**config.mk**
```make
export PLATFORM = sky130hd
export DESIGN_NAME = axis_packet_fifo
export DESIGN_NICKNAME = d
export VERILOG_FILES = /design/src/rtl/axis_pkg.sv /design/src/rtl/packet_if.sv /design/src/rtl/axis_fifo_mem.sv /design/src/rtl/axis_packet_fifo_core.sv /design/src/rtl/axis_packet_fifo.sv
export SDC_FILE = /design/constraint.sdc
export NUM_CORES = 2
export LEC_CHECK = 0
export CORE_ASPECT_RATIO = 0.5
export CORE_MARGIN = 5
export CORE_UTILIZATION = 61
export DETAILED_ROUTE_END_ITERATION = 10
export GPL_TIMING_DRIVEN = 1
export PLACE_DENSITY = 0.82
export SETUP_SLACK_MARGIN = 0.1
export SYNTH_ARGS = -nofsm -noshare
export SYNTH_HDL_FRONTEND = slang
export SYNTH_SLANG_ARGS = --single-unit
```
**constraint.sdc**
```tcl
create_clock -name clk -period 16.6 [get_ports clk]
set_input_delay 3.32 -clock clk [delete_from_list [all_inputs] [get_ports clk]]
set_output_delay 3.32 -clock clk [all_outputs]
set_load 0.01 [all_outputs]
```
**src/rtl/axis_pkg.sv**
```systemverilog
// Shared definitions for the AXI4-Stream packet FIFO: buffering-mode encodings
// and the stored entry width.
package axis_pkg;

    localparam int MODE_CUT_THROUGH = 0;
    localparam int MODE_PACKET      = 1;

    // Entry layout is {TLAST, TUSER, TSTRB, TDATA}.
    function automatic int entry_width(int data_width, int user_width);
        return data_width + data_width / 8 + user_width + 1;
    endfunction

endpackage

```
**src/rtl/packet_if.sv**
```systemverilog
// AXI4-Stream beat bundle. The beat struct is parametrised here so both FIFO
// ports share one layout.
interface packet #(
    parameter int DATA_WIDTH = 128,
    parameter int USER_WIDTH = 3
);
    localparam int DATA_BYTES = DATA_WIDTH / 8;

    typedef struct packed {
        logic                  last;
        logic [USER_WIDTH-1:0] user;
        logic [DATA_BYTES-1:0] strb;
        logic [DATA_WIDTH-1:0] data;
    } beat_t;

    beat_t beat;
    logic  valid;
    logic  ready;

    modport slave  (input beat, input valid, output ready);
    modport master (output beat, output valid, input ready);
endinterface

```
**src/rtl/axis_fifo_mem.sv**
```systemverilog
// FIFO storage: register array with one synchronous write port and one
// asynchronous read port.
module axis_fifo_mem #(
    parameter int  WIDTH = 8,
    parameter int  DEPTH = 16,
    localparam int AW    = $clog2(DEPTH)
) (
    input  logic             clk,
    input  logic             we,
    input  logic [AW-1:0]    waddr,
    input  logic [WIDTH-1:0] wdata,
    input  logic [AW-1:0]    raddr,
    output logic [WIDTH-1:0] rdata
);
    logic [WIDTH-1:0] mem [DEPTH];

    // NOTE: storage has no reset; the pointers decide which entries are live.
    always_ff @(posedge clk) begin
        if (we) mem[waddr] <= wdata;
    end

    assign rdata = mem[raddr];
endmodule

```
**src/rtl/axis_packet_fifo_core.sv**
```systemverilog
// FIFO control: pointers, packet counting and the cut-through / store-and-forward
// release rule, operating on packet interface modports.
module axis_packet_fifo_core
    import axis_pkg::*;
#(
    parameter int  DATA_WIDTH  = 128,
    parameter int  USER_WIDTH  = 3,
    parameter int  DEPTH       = 16,
    parameter int  PACKET_MODE = MODE_CUT_THROUGH,
    localparam int PW          = $clog2(DEPTH) + 1
) (
    input  logic          clk,
    input  logic          rst,
    packet.slave          s,
    packet.master         m,
    output logic [PW-1:0] occupancy,
    output logic [PW-1:0] pkt_count
);
    localparam int AW      = PW - 1;
    localparam int ENTRY_W = entry_width(DATA_WIDTH, USER_WIDTH);

    logic [PW-1:0]      wr_ptr, rd_ptr, pkts;
    logic [ENTRY_W-1:0] wr_entry, rd_entry;
    logic               full, empty, wr_en, rd_en, wr_last, rd_last, release_ok;

    assign wr_entry = s.beat;
    assign m.beat   = rd_entry;

    assign full  = (wr_ptr[AW] != rd_ptr[AW]) && (wr_ptr[AW-1:0] == rd_ptr[AW-1:0]);
    assign empty = (wr_ptr == rd_ptr);

    // Ready looks only at stored state, so a pop never opens a slot in the same cycle.
    assign s.ready = !rst && !full;
    assign m.valid = !rst && !empty && release_ok;

    assign wr_en   = s.valid && s.ready;
    assign rd_en   = m.valid && m.ready;
    assign wr_last = wr_en && wr_entry[ENTRY_W-1];
    assign rd_last = rd_en && rd_entry[ENTRY_W-1];

    // NOTE: every always_comb output gets a default first, so no latch is inferred.
    always_comb begin
        release_ok = 1'b1;
        case (PACKET_MODE)
            MODE_CUT_THROUGH: release_ok = 1'b1;
            // Full fallback lets packets longer than DEPTH through instead of deadlocking.
            MODE_PACKET:      release_ok = (pkts != '0) || full;
            default:          release_ok = 1'b1;
        endcase
    end

    // NOTE: sequential state uses non-blocking assignments only.
    always_ff @(posedge clk) begin
        if (rst) begin
            wr_ptr <= '0;
            rd_ptr <= '0;
            pkts   <= '0;
        end else begin
            if (wr_en) wr_ptr <= wr_ptr + PW'(1);
            if (rd_en) rd_ptr <= rd_ptr + PW'(1);
            if (wr_last && !rd_last)      pkts <= pkts + PW'(1);
            else if (rd_last && !wr_last) pkts <= pkts - PW'(1);
        end
    end

    assign occupancy = wr_ptr - rd_ptr;
    assign pkt_count = pkts;

    axis_fifo_mem #(
        .WIDTH (ENTRY_W),
        .DEPTH (DEPTH)
    ) u_mem (
        .clk   (clk),
        .we    (wr_en),
        .waddr (wr_ptr[AW-1:0]),
        .wdata (wr_entry),
        .raddr (rd_ptr[AW-1:0]),
        .rdata (rd_entry)
    );
endmodule

```
**src/rtl/axis_packet_fifo.sv**
```systemverilog
// AXI4-Stream FIFO top: maps the discrete stream ports onto packet interfaces
// and instantiates the FIFO core.
module axis_packet_fifo
    import axis_pkg::*;
#(
    parameter int  DATA_WIDTH  = 128,
    parameter int  DATA_BYTES  = DATA_WIDTH / 8,
    parameter int  USER_WIDTH  = 3,
    parameter int  DEPTH       = 16,
    parameter int  PACKET_MODE = MODE_CUT_THROUGH,
    localparam int PW          = $clog2(DEPTH) + 1
) (
    input  logic                  clk,
    input  logic                  rst,
    input  logic [DATA_WIDTH-1:0] s_TDATA,
    input  logic [DATA_BYTES-1:0] s_TSTRB,
    input  logic [USER_WIDTH-1:0] s_TUSER,
    input  logic                  s_TLAST,
    input  logic                  s_TVALID,
    output logic                  s_TREADY,
    output logic [DATA_WIDTH-1:0] m_TDATA,
    output logic [DATA_BYTES-1:0] m_TSTRB,
    output logic [USER_WIDTH-1:0] m_TUSER,
    output logic                  m_TLAST,
    output logic                  m_TVALID,
    input  logic                  m_TREADY,
    output logic [PW-1:0]         occupancy,
    output logic [PW-1:0]         pkt_count
);
    packet #(.DATA_WIDTH(DATA_WIDTH), .USER_WIDTH(USER_WIDTH)) s_if ();
    packet #(.DATA_WIDTH(DATA_WIDTH), .USER_WIDTH(USER_WIDTH)) m_if ();

    assign s_if.beat  = {s_TLAST, s_TUSER, s_TSTRB, s_TDATA};
    assign s_if.valid = s_TVALID;
    assign s_TREADY   = s_if.ready;

    assign m_TDATA    = m_if.beat.data;
    assign m_TSTRB    = m_if.beat.strb;
    assign m_TUSER    = m_if.beat.user;
    assign m_TLAST    = m_if.beat.last;
    assign m_TVALID   = m_if.valid;
    assign m_if.ready = m_TREADY;

    axis_packet_fifo_core #(
        .DATA_WIDTH  (DATA_WIDTH),
        .USER_WIDTH  (USER_WIDTH),
        .DEPTH       (DEPTH),
        .PACKET_MODE (PACKET_MODE)
    ) u_core (
        .clk       (clk),
        .rst       (rst),
        .s         (s_if.slave),
        .m         (m_if.master),
        .occupancy (occupancy),
        .pkt_count (pkt_count)
    );
endmodule

```
======== After elaboration in Yosys (flattened, before gate mapping) ========
Memories as Yosys holds them, arrays and structs flattened. A register that Yosys moved wholly into a read port is not among the register bits.
Cells that the tools add are included.
storage, ports and cells
  input bits .............................. 152
  bits in writable memories ............... 2368
  bits in registers ....................... 15
  output and inout port bits .............. 160
  logic and storage cells ................. 33
  memories ................................ 1
memories
  memory            depth  width  rd ports  clocked after memory_dff  wr ports  RTL line             text
  u_core.u_mem.mem  16     148    1         1                         1         axis_fifo_mem.sv:15  logic [WIDTH-1:0] mem [DEPTH];
cells by class
  muxes and demuxes ....................... 6
  add/sub/neg operators ................... 5
  reductions and logical operators ........ 15
  eq/ne operators ......................... 3
operators by type and width
  operator               number
  $add A5 B1 Y5 const B  3
  $mux W5                2
  $logic_and A1 B1 Y1    9
  $mux W4                2
  $eq A5 B5 Y1           1
  $logic_not A1 Y1       5
  $sub A5 B1 Y5 const B  1
  $sub A5 B5 Y5          1
  $eq A4 B4 Y1           1
  $mux W1                2
  $reduce_bool A2 Y1     1
  $ne A1 B1 Y1           1

======== Logic depth before layout (Yosys ltp) ========
  word-level depth ........................ 10
  gate-level depth with buffers ........... 12
  depth with buffers taken out ............ 12

======== By module ========
A second synthesis with hierarchy kept.
unflattened totals
  cell total of the unflattened synthesis .. 3831
  area, all modules ....................... 89915.0 um2
by module, submodules not included
  module                 instances  sequential area each (um2)  area an instance (um2)  cells an instance
  axis_fifo_mem          1          71108.2                     88926.5                 3714
  axis_packet_fifo_core  1          300.3                       988.4                   117

======== Least setup slack after synthesis ========
No wires, ideal clock.
  kind .................................... input port to flip-flop
  start ................................... in rst
  end ..................................... mem u_core.u_mem.mem[0][0] in the netlist's numbering, enable pin
  cell stages on the path ................. 5
  required time ........................... 15.762 ns
  arrival ................................. 14.022 ns
  slack ................................... 1.740 ns
  cells stage by stage .................... clkbuf_1 inv_1 o211a_1 nand2_1 nor3_1
on the way
  longest elaborated chain between the ends .. 5
ends and longest elaborated chain
  element                        RTL line                     text
  from (decl)                    axis_packet_fifo.sv:14       input logic rst,
  $logic_not A1 Y1               axis_packet_fifo_core.sv:33  assign s.ready = !rst && !full;
  $logic_and A1 B1 Y1            axis_packet_fifo_core.sv:33
  $logic_and A1 B1 Y1            axis_packet_fifo_core.sv:36  assign wr_en = s.valid && s.ready;
  $mux W1                        axis_fifo_mem.sv:19          if (we) mem[waddr] <= wdata;
  $mux W1 (not written as such)  axis_fifo_mem.sv:19
  to (decl)                      axis_fifo_mem.sv:15
No other way between the ends.

==> impl_metrics.json <==
{
  "wire_per_inst_um": 35.3,
  "cts_setup_buffers": 0,
  "clock-sinks": 2387,
  "r2r_start": "u_core.wr_ptr[2]",
  "cts_root_buf": "clkbuf_16",
  "yosys_warnings": 0,
  "syn_nets": 3924,
  "ant_nets": 0,
  "synth_cells": 3757,
  "hold_viol": 0,
  "setup_tns_ns": 0,
  "rsz0062_at_grt": "false",
  "hold_path_class": "flip-flop to flip-flop",
  "clkLatencyLatePin_ns": 0.84,
  "vias": 44100,
  "top_level_ports": 312,
  "synthMuxAreaShare_pct": 15.0,
  "crit_required_ns": 13.28,
  "drc_errors": 0,
  "hold_slack_ns": 0.521,
  "p_leak_nw": 30.4,
  "dr.pass1.iters": 5,
  "met2_length_um": 114000,
  "hp-start": "u_core.wr_ptr[4]",
  "crit_arrival_ns": 5.14,
  "clock_skew_ns": 0.0275,
  "critPathKind": "flip-flop to primary output",
  "critPathLaunchType": "flip-flop",
  "synth-async-reset-ratio_pct": 0,
  "path_clk_slew_ns": 0.07,
  "power.density_mw_per_mm2": 118,
  "core_mm2": 0.146,
  "status": "finished, final reports clean",
  "dieArea_mm2": 0.155,
  "crit_fanout": 52,
  "area.growth.synth_to_final_pct": 12.8,
  "synth_flop_cell": "edfxtp_1",
  "seq_area_frac_synth_pct": 80.0,
  "start_util_pct": 61.3,
  "slew_violations": 0,
  "antenna_found_initial": 30,
  "synth_xor_area_share_pct": 0.108,
  "grt-ovfl-total": 0,
  "synth_top_family_by_area": "multiplexers",
  "fmax_mhz": 118,
  "fin_cells": 6286,
  "die_h_um": 281,
  "synth_edf_count": 2368,
  "top_layer": "met5",
  "cts_buffer_depth": 3,
  "ir_worst_vdd_v": 0.000116,
  "synth_cell_types": 41,
  "grt_pass1_vias": 46100,
  "die_w_um": 551,
  "synth-compound-area-share_pct": 2.45,
  "ys_seq_elements": 2387,
  "fin_crit_ns": 8.46,
  "maxCapViolCount": 0,
  "nets": 4299,
  "tritoncts": "yes",
  "grt_pass1_wl_um": 319000,
  "h-tree-depth": 4,
  "hpwl_um": 99000,
  "finalWeightedCongestion": 0.763,
  "drtIter0Drc": 6635,
  "tightest_slew_ns": 1.24,
  "cts_resized": 0,
  "drive_gt1_share_pct": 22.5,
  "post-route-period-util_pct": 51.0,
  "reg2reg_slack_ns": 11.45,
  "slew_headroom_pct": 16.9,
  "synth-adder-area-share_pct": 0.227,
  "met3_length_um": 21000,
  "portBuffers": 311,
  "netlist_area_mm2": 0.0893,
  "grt_start_max_net_pins": 172,
  "dp_cells": 5906,
  "met1Wirelength_um": 76900,
  "routed_via_density": 7.02,
  "synthSimpleGateAreaFrac_pct": 0.962,
  "finalSetupViolations": 0,
  "avgSynthCellArea_um2": 23.8,
  "num_rows": 99,
  "wl_um": 222000,
  "grtUsageTotal_pct": 28.8,
  "ctsHoldBuffers": 0,
  "critical_path.endpoint_type": "primary output",
  "cts_made_buffers": 193
}
## through the flow
stage | power [W] | util, % | cell area, µm² | worst slack (ns)
after detailed placement | 0.00751 | 65.0 | 94700 | 8.36
final | 0.0119 | 69.2 | 101000 | 8.14
after floorplan | 0.00723 | - | 89300 | 1.74
after global routing | 0.0123 | 69.2 | 101000 | 7.63
after CTS | 0.0120 | 69.2 | 101000 | 7.89
after global placement | 0.00748 | 65.0 | 94700 | 8.47
## synth_stat cells, drive strengths merged (4+ instances only)
master / n / share of area [%]
edfxtp: 2368 / 80
mux4: 592 / 15
o22ai: 152 / 1.1
a22oi: 142 / 1.2
buf: 132 / 0.91
nor2: 106 / 0.45
nand2: 79 / 0.33
clkbuf: 72 / 0.30
dfxtp: 19 / 0.43
ha: 13 / 0.18
inv: 11 / 0.046
a21oi: 7 / 0.039
nand2b: 6 / 0.042
xnor2: 6 / 0.059
nor2b: 5 / 0.035
xor2: 5 / 0.049
nand3: 4 / 0.022
nor3: 4 / 0.022
## path summary, 6_finish.rpt
path                             endpoint  cells after the start
setup / recovery              m_TDATA[91]                      6
hold / removal           u_core.wr_ptr[4]                      1
setup reg to reg  u_core.u_mem.mem[9][36]                      7
hold reg to reg          u_core.wr_ptr[4]                      1
## cells by family after synthesis
logic type	after synthesis
compound gates	319
simple gates	213
xor+xnor	11
flops	2387
fa+ha+maj	15
buf+inv	215
mux	597
## report_power, final
part	switching (W)	internal, W
registers	0.0000219	0.00666
logic	0.000365	0.000338
clock network	0.00215	0.00240
## cells in the final DEF, fill, tap and decap left out, drive strengths merged, types with 4 or more instances in the layout
master	n
edfxtp	2368
mux4	592
clkdlybuf4s50	311
clkbuf	239
o22ai	152
a22oi	142
nor2	106
clkinv	84
nand2	79
buf	73
diode	32
dfxtp	19
inv	17
ha	13
bufinv	13
a21oi	7
xnor2	6
clkinvlp	6
nand2b	6
xor2	5
nor2b	5
nor3	4
nand3	4
## area by class of cell
cell class / count / area (µm²)
repair buffers: 384 / 3790
diodes: 32 / 80.1
fillers: 8053 / 44900
clock inverters: 109 / 953
clock buffers: 239 / 5110
inverters: 11 / 41.3
well taps: 1969 / 2460
multi-input cells: 1155 / 16900
flip-flops and latches: 2387 / 71500
## worst max-delay path, cell delays in order, from the launching register on
cell             delay, ns
dfxtp_4               0.86
buf_4                 0.87
buf_4                 0.90
mux4_2                0.60
a22oi_1               0.24
nand2_1               0.17
clkdlybuf4s50_1       0.53
## layer usage
layer	track usage (%)	up-vias
li1	-	16900
met1	38.3	23100
met2	48.0	3509
met3	4.80	571
met4	13.1	6
met5	0	-
## state kept, by name, summed over array words and instances, names as in the netlist, named ones only
| name | cells |
|---|---|
| u_core.rd_ptr | 5 |
| u_core.pkt_count | 5 |
| u_core.wr_ptr | 5 |
| u_core.u_mem.mem | 2368 |
(Power assumes the default switching activity.)
